[config.mk]
export PLATFORM = sky130hd
export DESIGN_NAME = sccpu_trace_buffer
export DESIGN_NICKNAME = d
export VERILOG_FILES = /design/src/rtl/sccpu_trace_buffer.sv
export SDC_FILE = /design/constraint.sdc
export NUM_CORES = 2
export LEC_CHECK = 0
export CAP_MARGIN = 40
export CORE_ASPECT_RATIO = 1.5
export CORE_UTILIZATION = 45
export CTS_CLUSTER_DIAMETER = 60
export CTS_CLUSTER_SIZE = 25
export DETAILED_ROUTE_END_ITERATION = 12
export GPL_TIMING_DRIVEN = 0
export PLACE_DENSITY = 0.62
export SLEW_MARGIN = 20
export SYNTH_ARGS = -nofsm -noshare
export SYNTH_HDL_FRONTEND = slang
export SYNTH_SLANG_ARGS = --single-unit
[constraint.sdc]
create_clock -name clk -period 10.9 [get_ports clk]
set_input_delay 2.18 -clock clk [delete_from_list [all_inputs] [get_ports clk]]
set_output_delay 2.18 -clock clk [all_outputs]
set_load 0.005 [all_outputs]
[src/rtl/sccpu_trace_buffer.sv]
// sccpu_trace_buffer
//   Trace capture on the sccpu debug outputs. While armed, one
//   {pc, inst, aluout, memout} sample is written per clock into a circular
//   buffer. A pc match freezes the buffer POST_TRIG samples later. The window
//   is then replayed oldest-first over a valid/ready read port.
//
//   state | meaning
//   ------+------------------------------------------------------------
//   IDLE  | no capture, waiting for arm
//   ARMED | capturing every clock, watching for pc == trig_pc
//   POST  | capturing the post-trigger samples
//   DONE  | frozen, replaying the window on rd_valid/rd_ready
//
// Ports
//   clk, clrn                 clock, synchronous active-low reset
//   pc, inst, aluout, memout  CPU debug outputs (sample inputs)
//   arm                       start capture (IDLE only)
//   trig_en, trig_pc          pc-match trigger enable / address
//   rd_valid, rd_ready        read port handshake
//   rd_data                   {pc, inst, aluout, memout}, pc in [127:96]
//   state                     IDLE=0, ARMED=1, POST=2, DONE=3
//   count                     stored entries, saturates at DEPTH
//   done                      one-cycle pulse after the last entry is read
module sccpu_trace_buffer #(
    parameter int DEPTH_LOG2 = 4,
    parameter int POST_TRIG  = 8
) (
    input  logic                  clk,
    input  logic                  clrn,
    input  logic [31:0]           pc,
    input  logic [31:0]           inst,
    input  logic [31:0]           aluout,
    input  logic [31:0]           memout,
    input  logic                  arm,
    input  logic                  trig_en,
    input  logic [31:0]           trig_pc,
    output logic                  rd_valid,
    input  logic                  rd_ready,
    output logic [127:0]          rd_data,
    output logic [1:0]            state,
    output logic [DEPTH_LOG2:0]   count,
    output logic                  done
);

    localparam int DEPTH = 1 << DEPTH_LOG2;
    localparam logic [DEPTH_LOG2:0]   LP_DEPTH   = (DEPTH_LOG2+1)'(DEPTH);
    localparam logic [DEPTH_LOG2:0]   LP_CNT_ONE = (DEPTH_LOG2+1)'(1);
    localparam logic [DEPTH_LOG2-1:0] LP_PTR_ONE = DEPTH_LOG2'(1);
    localparam logic [DEPTH_LOG2-1:0] LP_POST    = DEPTH_LOG2'(POST_TRIG);

    typedef enum logic [1:0] {
        S_IDLE  = 2'd0,
        S_ARMED = 2'd1,
        S_POST  = 2'd2,
        S_DONE  = 2'd3
    } state_t;

    state_t                 r_state;
    state_t                 w_next;
    logic [127:0]           r_mem [DEPTH];
    logic [DEPTH_LOG2-1:0]  r_wr_ptr;
    logic [DEPTH_LOG2-1:0]  r_rd_ptr;
    logic [DEPTH_LOG2-1:0]  r_post;
    logic [DEPTH_LOG2:0]    r_count;
    logic [DEPTH_LOG2:0]    r_rd_idx;   // entries presented so far
    logic                   r_rd_valid;
    logic [127:0]           r_rd_data;
    logic                   r_done;

    logic                   w_capture;
    logic                   w_trig;
    logic                   w_xfer;
    logic                   w_last_xfer;
    logic [DEPTH_LOG2-1:0]  w_oldest;
    logic [127:0]           w_sample;

    assign w_sample    = {pc, inst, aluout, memout};
    assign w_capture   = (r_state == S_ARMED) || (r_state == S_POST);
    assign w_trig      = trig_en && (pc == trig_pc);
    assign w_xfer      = r_rd_valid && rd_ready;
    assign w_last_xfer = w_xfer && (r_rd_idx == r_count);
    // Once the buffer has wrapped, the oldest entry sits at the write pointer.
    assign w_oldest    = (r_count == LP_DEPTH) ? r_wr_ptr : '0;

    always_comb begin
        w_next = r_state;
        case (r_state)
            S_IDLE:  if (arm) w_next = S_ARMED;
            S_ARMED: if (w_trig) w_next = (POST_TRIG == 0) ? S_DONE : S_POST;
            S_POST:  if (r_post == LP_PTR_ONE) w_next = S_DONE;
            S_DONE:  if (w_last_xfer) w_next = S_IDLE;
            default: w_next = S_IDLE;
        endcase
    end

    // Buffer storage carries no reset; contents are only read after capture.
    always_ff @(posedge clk) begin
        if (clrn && w_capture) r_mem[r_wr_ptr] <= w_sample;
    end

    always_ff @(posedge clk) begin
        if (!clrn) begin
            r_state    <= S_IDLE;
            r_wr_ptr   <= '0;
            r_rd_ptr   <= '0;
            r_post     <= '0;
            r_count    <= '0;
            r_rd_idx   <= '0;
            r_rd_valid <= 1'b0;
            r_rd_data  <= '0;
            r_done     <= 1'b0;
        end else begin
            r_state <= w_next;
            r_done  <= 1'b0;
            case (r_state)
                S_IDLE: begin
                    if (arm) begin
                        r_count  <= '0;
                        r_wr_ptr <= '0;
                    end
                end
                S_ARMED, S_POST: begin
                    r_wr_ptr <= r_wr_ptr + LP_PTR_ONE;
                    if (r_count != LP_DEPTH) r_count <= r_count + LP_CNT_ONE;
                    if (r_state == S_ARMED) begin
                        if (w_trig) r_post <= LP_POST;
                    end else begin
                        r_post <= r_post - LP_PTR_ONE;
                    end
                end
                S_DONE: begin
                    // rd_valid low in DONE only happens on the first cycle.
                    if (!r_rd_valid) begin
                        r_rd_valid <= 1'b1;
                        r_rd_data  <= r_mem[w_oldest];
                        r_rd_ptr   <= w_oldest + LP_PTR_ONE;
                        r_rd_idx   <= LP_CNT_ONE;
                    end else if (w_last_xfer) begin
                        r_rd_valid <= 1'b0;
                        r_done     <= 1'b1;
                    end else if (w_xfer) begin
                        r_rd_data <= r_mem[r_rd_ptr];
                        r_rd_ptr  <= r_rd_ptr + LP_PTR_ONE;
                        r_rd_idx  <= r_rd_idx + LP_CNT_ONE;
                    end
                end
                default: ;
            endcase
        end
    end

    assign rd_valid = r_rd_valid;
    assign rd_data  = r_rd_data;
    assign state    = r_state;
    assign count    = r_count;
    assign done     = r_done;

endmodule

Word level (Yosys, flattened, before mapping)

Memories as Yosys holds them, arrays and structs flattened. A register that Yosys moved wholly into a read port is not among the register bits.
Cells that the tools add are included.

$add $sub $neg: 6
Multipliers: 0
Divide/modulo/power cells: 0
Order comparisons: 0
Equality and inequality tests: 15
Shift-type cells: 0
Muxes and demuxes: 29
Bitwise operators: 0
Reductions and logical operators: 14

Operators with widths:

| operator                                               | count |
|---|---|
| two-way mux 128 bit                                    | 3 |
| two-way mux 4 bit                                      | 9 |
| equality test 32 bit                                   | 1 |
| two-way mux 5 bit                                      | 5 |
| adder 4 x 1 -> 4 bit (second input constant)           | 3 |
| adder 5 x 1 -> 5 bit (second input constant)           | 2 |
| inequality test 2 bit (second input constant)          | 5 |
| case mux 5 bit (2 select lines)                        | 1 |
| AND reduction 3 bit                                    | 3 |
| two-way mux 2 bit                                      | 4 |
| case mux 2 bit (4 select lines)                        | 1 |
| case mux 4 bit (2 select lines)                        | 1 |
| equality test 5 bit                                    | 1 |
| equality test 5 bit (second input constant)            | 1 |
| two-way mux 1 bit                                      | 5 |
| inequality test 5 bit (second input constant)          | 1 |
| equality test 2 bit (second input constant)            | 2 |
| equality test 4 x 1 -> 1 bit (second input constant)   | 1 |
| logical AND 1 bit                                      | 4 |
| inequality test 2 x 1 -> 1 bit (second input constant) | 2 |
| AND reduction 2 bit                                    | 2 |
| AND reduction 4 bit                                    | 1 |
| subtractor 4 x 1 -> 4 bit (second input constant)      | 1 |
| equality test 2 x 1 -> 1 bit (second input constant)   | 1 |
| 4 further kinds                                        | 4 |

Bits in registers: 154
Bits in latches: 0
Bits in writable memories: 2,048
Bits in read-only memories: 0
Memories: 1

Memory list:

| memory | words | width | rd ports | clocked after Yosys merged registers in | wr ports | line | source |
|---|---|---|---|---|---|---|---|
| r_mem  | 16    | 128   | 2        | 1                                       | 1        | 60   | `logic [127:0] r_mem [DEPTH];` |

Depth between registers and ports, before layout

Depth after elaboration: 6
Depth in mapped cells: 13
Mapped depth without buffers: 9

Least setup slack after synthesis

Ideal clock, no wire load.

Kind: input to register
From: in clrn
To: mem r_mem[4][0] (enable)
Setup time: 0.503 ns
Arrival: 6.118 ns
Data required time: 10.397 ns
Slack: 4.279 ns
Stages on the path: 6
Path buffers: 2
Cells stage by stage: clkbuf_1 -> clkbuf_1 -> and2_0 -> nand2_1 -> nor2_1 -> and2_1

Word-level cells in the longest chain between the ends: 3

RTL lines:

| item                                    | line | source |
|---|---|---|
| start: declaration                      | 29   | `input logic clrn,` |
| logical AND 1 bit                       | 98   | `if (clrn && w_capture) r_mem[r_wr_ptr] <= w_sample;` |
| two-way mux 1 bit                       | 98   |  |
| two-way mux 1 bit (implied by the code) | 98   |  |
| end: declaration                        | 60   |  |

No other way between the ends.

Worst setup path after layout

From: in pc[19]
To: reg r_state[1], in the netlist state[1]

Word-level cells in the longest chain between the ends: 4

RTL lines:

| item                                   | line | source |
|---|---|---|
| start: declaration                     | 30   | `input logic [31:0] pc,` |
| equality test 32 bit                   | 79   | `assign w_trig = trig_en && (pc == trig_pc);` |
| logical AND 1 bit                      | 79   |  |
| inequality test 2 bit (no source line) | n/a  |  |
| AND reduction 4 bit (no source line)   | n/a  |  |
| end signal: assignment                 | 113  | `r_state <= w_next;` |
| end: declaration                       | 58   | `state_t r_state;` |

No other way between the ends.
A chain may end at the register's enable or synchronous reset.

==> run summary <==
Commonest non-fill, non-tap cells in the layout - edfxtp_1 (2048), mux2i_1 (762), a21oi_1 (450)
Worst setup EP type - register
Worst min-delay path category - reg -> reg
CTS H-tree lvls - 4
Crit path kind - in -> reg
MaxCap Viol Count - 0
Aggregate global routing overflow - 0
Port Buffers - 299
Async S/R FF share, synth - 0%
Total Wirelength - 407000 um
Leak Pwr - 35.1 nW
Vias per inst - 6.89
WP data arrival - 6.23 ns
Die width - 390 um
Flop pwr share - 51.6%
Hpwl dp - 283000 um
# hold bufs at CTS - 0
Sw Ratio - 27.7%
Synth Area per Inst - 14.8 um^2
Clock Sinks - 2206
Ys flop type - edfxtp_1
P&R area growth vs syn - 14.9%
Synthesized netlist cell count - 6859
Average wire per standard cell - 38.2 um
RSZ-0062 raised after global routing - no
Number of nets in the layout - 7684
Residual DRC - 0
Setup Buffers After CTS - 0
Warnings from Yosys - 0
Post-cts resize count - 0
CTS buffer count - 143
Crit share post-route - 50.1%
Comb pwr share - 15.8%
First-pass GRT wire length - 555000 um
Core region area - 0.224 mm^2
Initial DRC Count - 9870
Storage cell area - 0.0647 mm^2
Most common cell after layout, fill and taps aside - edfxtp_1
Initial Utilization - 45.3%
Fin area - 0.117 mm^2
Fmax - 0.183 GHz
Number of flops mapped to enable cells by yosys - 2048
Setup violators final - 0
Ports - 302
Combined area of the multi-input logic cells - 0.0342 mm^2
Clk Latency, worst-skew pair - 0.89 ns
Fin Setup TNS - 0 ns
Initial antenna violation count - 41
Pwr Density - 161 mW/mm^2
Seq/Total Area, Yosys - 63.6%
P_sw - 5.23 mW
WP data required - 11.68 ns
Clock network power share - 32.6%
Height of the die - 584 um
Layout cells sized above 1 - 16.1%
Hold Fails Final Rpt - 0
Synthesized area - 0.102 mm^2
Max-slew violation count - 0
Placed inst area - 0.111 mm^2
Clock root buffer - clkbuf_16
Fillers - 18685
Floorplan row count - 213
Crit path time final - 5.46 ns
CTS tree - built
DRT antenna net count - 0
Slew HR - 33.7%
Clock slew at reported path FFs - 0.09 ns
Worst slew pin tran - 0.989 ns
Full die area - 0.228 mm^2
Number of synthesized register bits - 2206
Placer Congestion - 0.957
Deepest clock path buffer count - 4
Synth cell types - 78
Status - finished, final reports clean
Total number of vias - 73243
First-pass DRT Iterations - 6
VDD IR max - 0.134 mV
Clk_skew - 0.0564 ns
Largest net degree at the start of global routing - 37
CP max FO - 17
Internal power - 13.6 mW
GRT Resource Usage Total - 34.9%
Vias in the first global route - 73224
Synthesized Nets - 7039
Critical Path Source Type - input pin
==> cells by family after synthesis <==
logic type,count (synthesis),synth area share [%]
buf+inv,618,2.83
flops,2206,63.6
compound gates,1741,11.8
fa+ha+maj,15,0.185
simple gates,1004,4.65
xor+xnor,47,0.405
mux,1228,16.5
==> power groups by stage <==
stage	combinational (mW)	clock, mW	sequential [mW]
detailed placement	2.87	0	9.91
finish	2.98	6.15	9.73
floorplan	1.45	0	9.85
global route	3.04	6.41	9.75
global placement	2.66	0	9.97
CTS	2.87	6.15	9.72
==> area by class of cell <==
class / instances / share of cell area, %
clock inverters: 86 / 1.02
clock buffers: 163 / 3.25
repair buffers: 500 / 5.28
diodes: 20 / 0.0429
flip-flops and latches: 2206 / 55.4
well taps: 3010 / 3.23
multi-input cells: 4035 / 29.3
inverters: 41 / 0.132
plain buffers: 577 / 2.36
==> worst paths after layout <==
check                                   end  slack [ns]                   start  cells past startpoint
setup / recovery      state[1]$_SDFFE_PN0P_        5.44                  pc[19]                      7
hold / removal       r_post[3]$_SDFFE_PN0P_        0.48  r_post[3]$_SDFFE_PN0P_                      1
setup reg to reg  rd_data[112]$_SDFFE_PN0N_        6.56   count[0]$_SDFFE_PN0P_                     12
hold reg to reg      r_post[3]$_SDFFE_PN0P_        0.48  r_post[3]$_SDFFE_PN0P_                      1
==> sequential cells by signal, summed over array words and instances, names as in the netlist, named ones only <==
signal and cells:
r_post 4, r_mem 2048, rd_valid 1, r_rd_ptr 4
state 2, done 1, rd_data 128, count 5
r_rd_idx 5, r_wr_ptr 4
==> cell usage after synthesis (26+ instances only) <==
cell type     n  area [um^2]
o22ai_1      90          563
clkbuf_1    273         1020
mux2i_1     762         7630
dfxtp_1     158         3160
buf_4        34          255
o221ai_1    140         1230
buf_2       204         1020
a221oi_1     89          780
mux4_2      344         7750
o32a_1       51          510
a2bb2oi_1    56          490
a21oi_1     450         2250
a22oi_1     123          923
nor2_1      217          815
a211oi_1    188         1410
nand3_1     163          816
o2111ai_1    52          455
a221o_1      32          320
edfxtp_1   2048        61500
xor2_1       26          228
o31ai_1      48          360
nor4_1       44          275
o21ai_0     176          881
nand2_1     341         1280
nor2b_1     111          694
a31oi_1     100          626
mux2_2      115         1290
inv_1        39          146
buf_1        41          154
a32oi_1      51          447
==> layer usage <==
metal,share of wire (%),wire length [um],GRT usage (%),vias up
li1,-,-,-,29238
met1,33,133000,38.9,36900
met2,48,195000,57.7,5435
met3,11,45700,9.32,1618
met4,8.2,33400,24.8,52
met5,0.082,335,0,-
==> critical path, cell delays in order <==
cell	delay, ns
clkdlybuf4s50_1	0.84
xnor2_1	0.82
nand4_1	0.54
or4_1	0.72
o31ai_1	0.64
nand4_1	0.30
mux2i_1	0.19
==> stage by stage <==
stage / util, % / total power, mW / setup WS [ns] / hold slack [ns] / cells
floorplan: - / 11.3 / 4.28 / 0.439 / 6859
global placement: 48.3 / 12.6 / -1.20 / 0.452 / 10168
detailed placement: 49.7 / 12.8 / 4.58 / 0.459 / 10347
CTS: 51.9 / 18.7 / 5.46 / 0.475 / 10596
global route: 52.0 / 19.2 / 5.49 / 0.500 / 10621
finish: 52.0 / 18.9 / 5.44 / 0.480 / 10638
No activity file was read; power rests on OpenSTA's default activity.
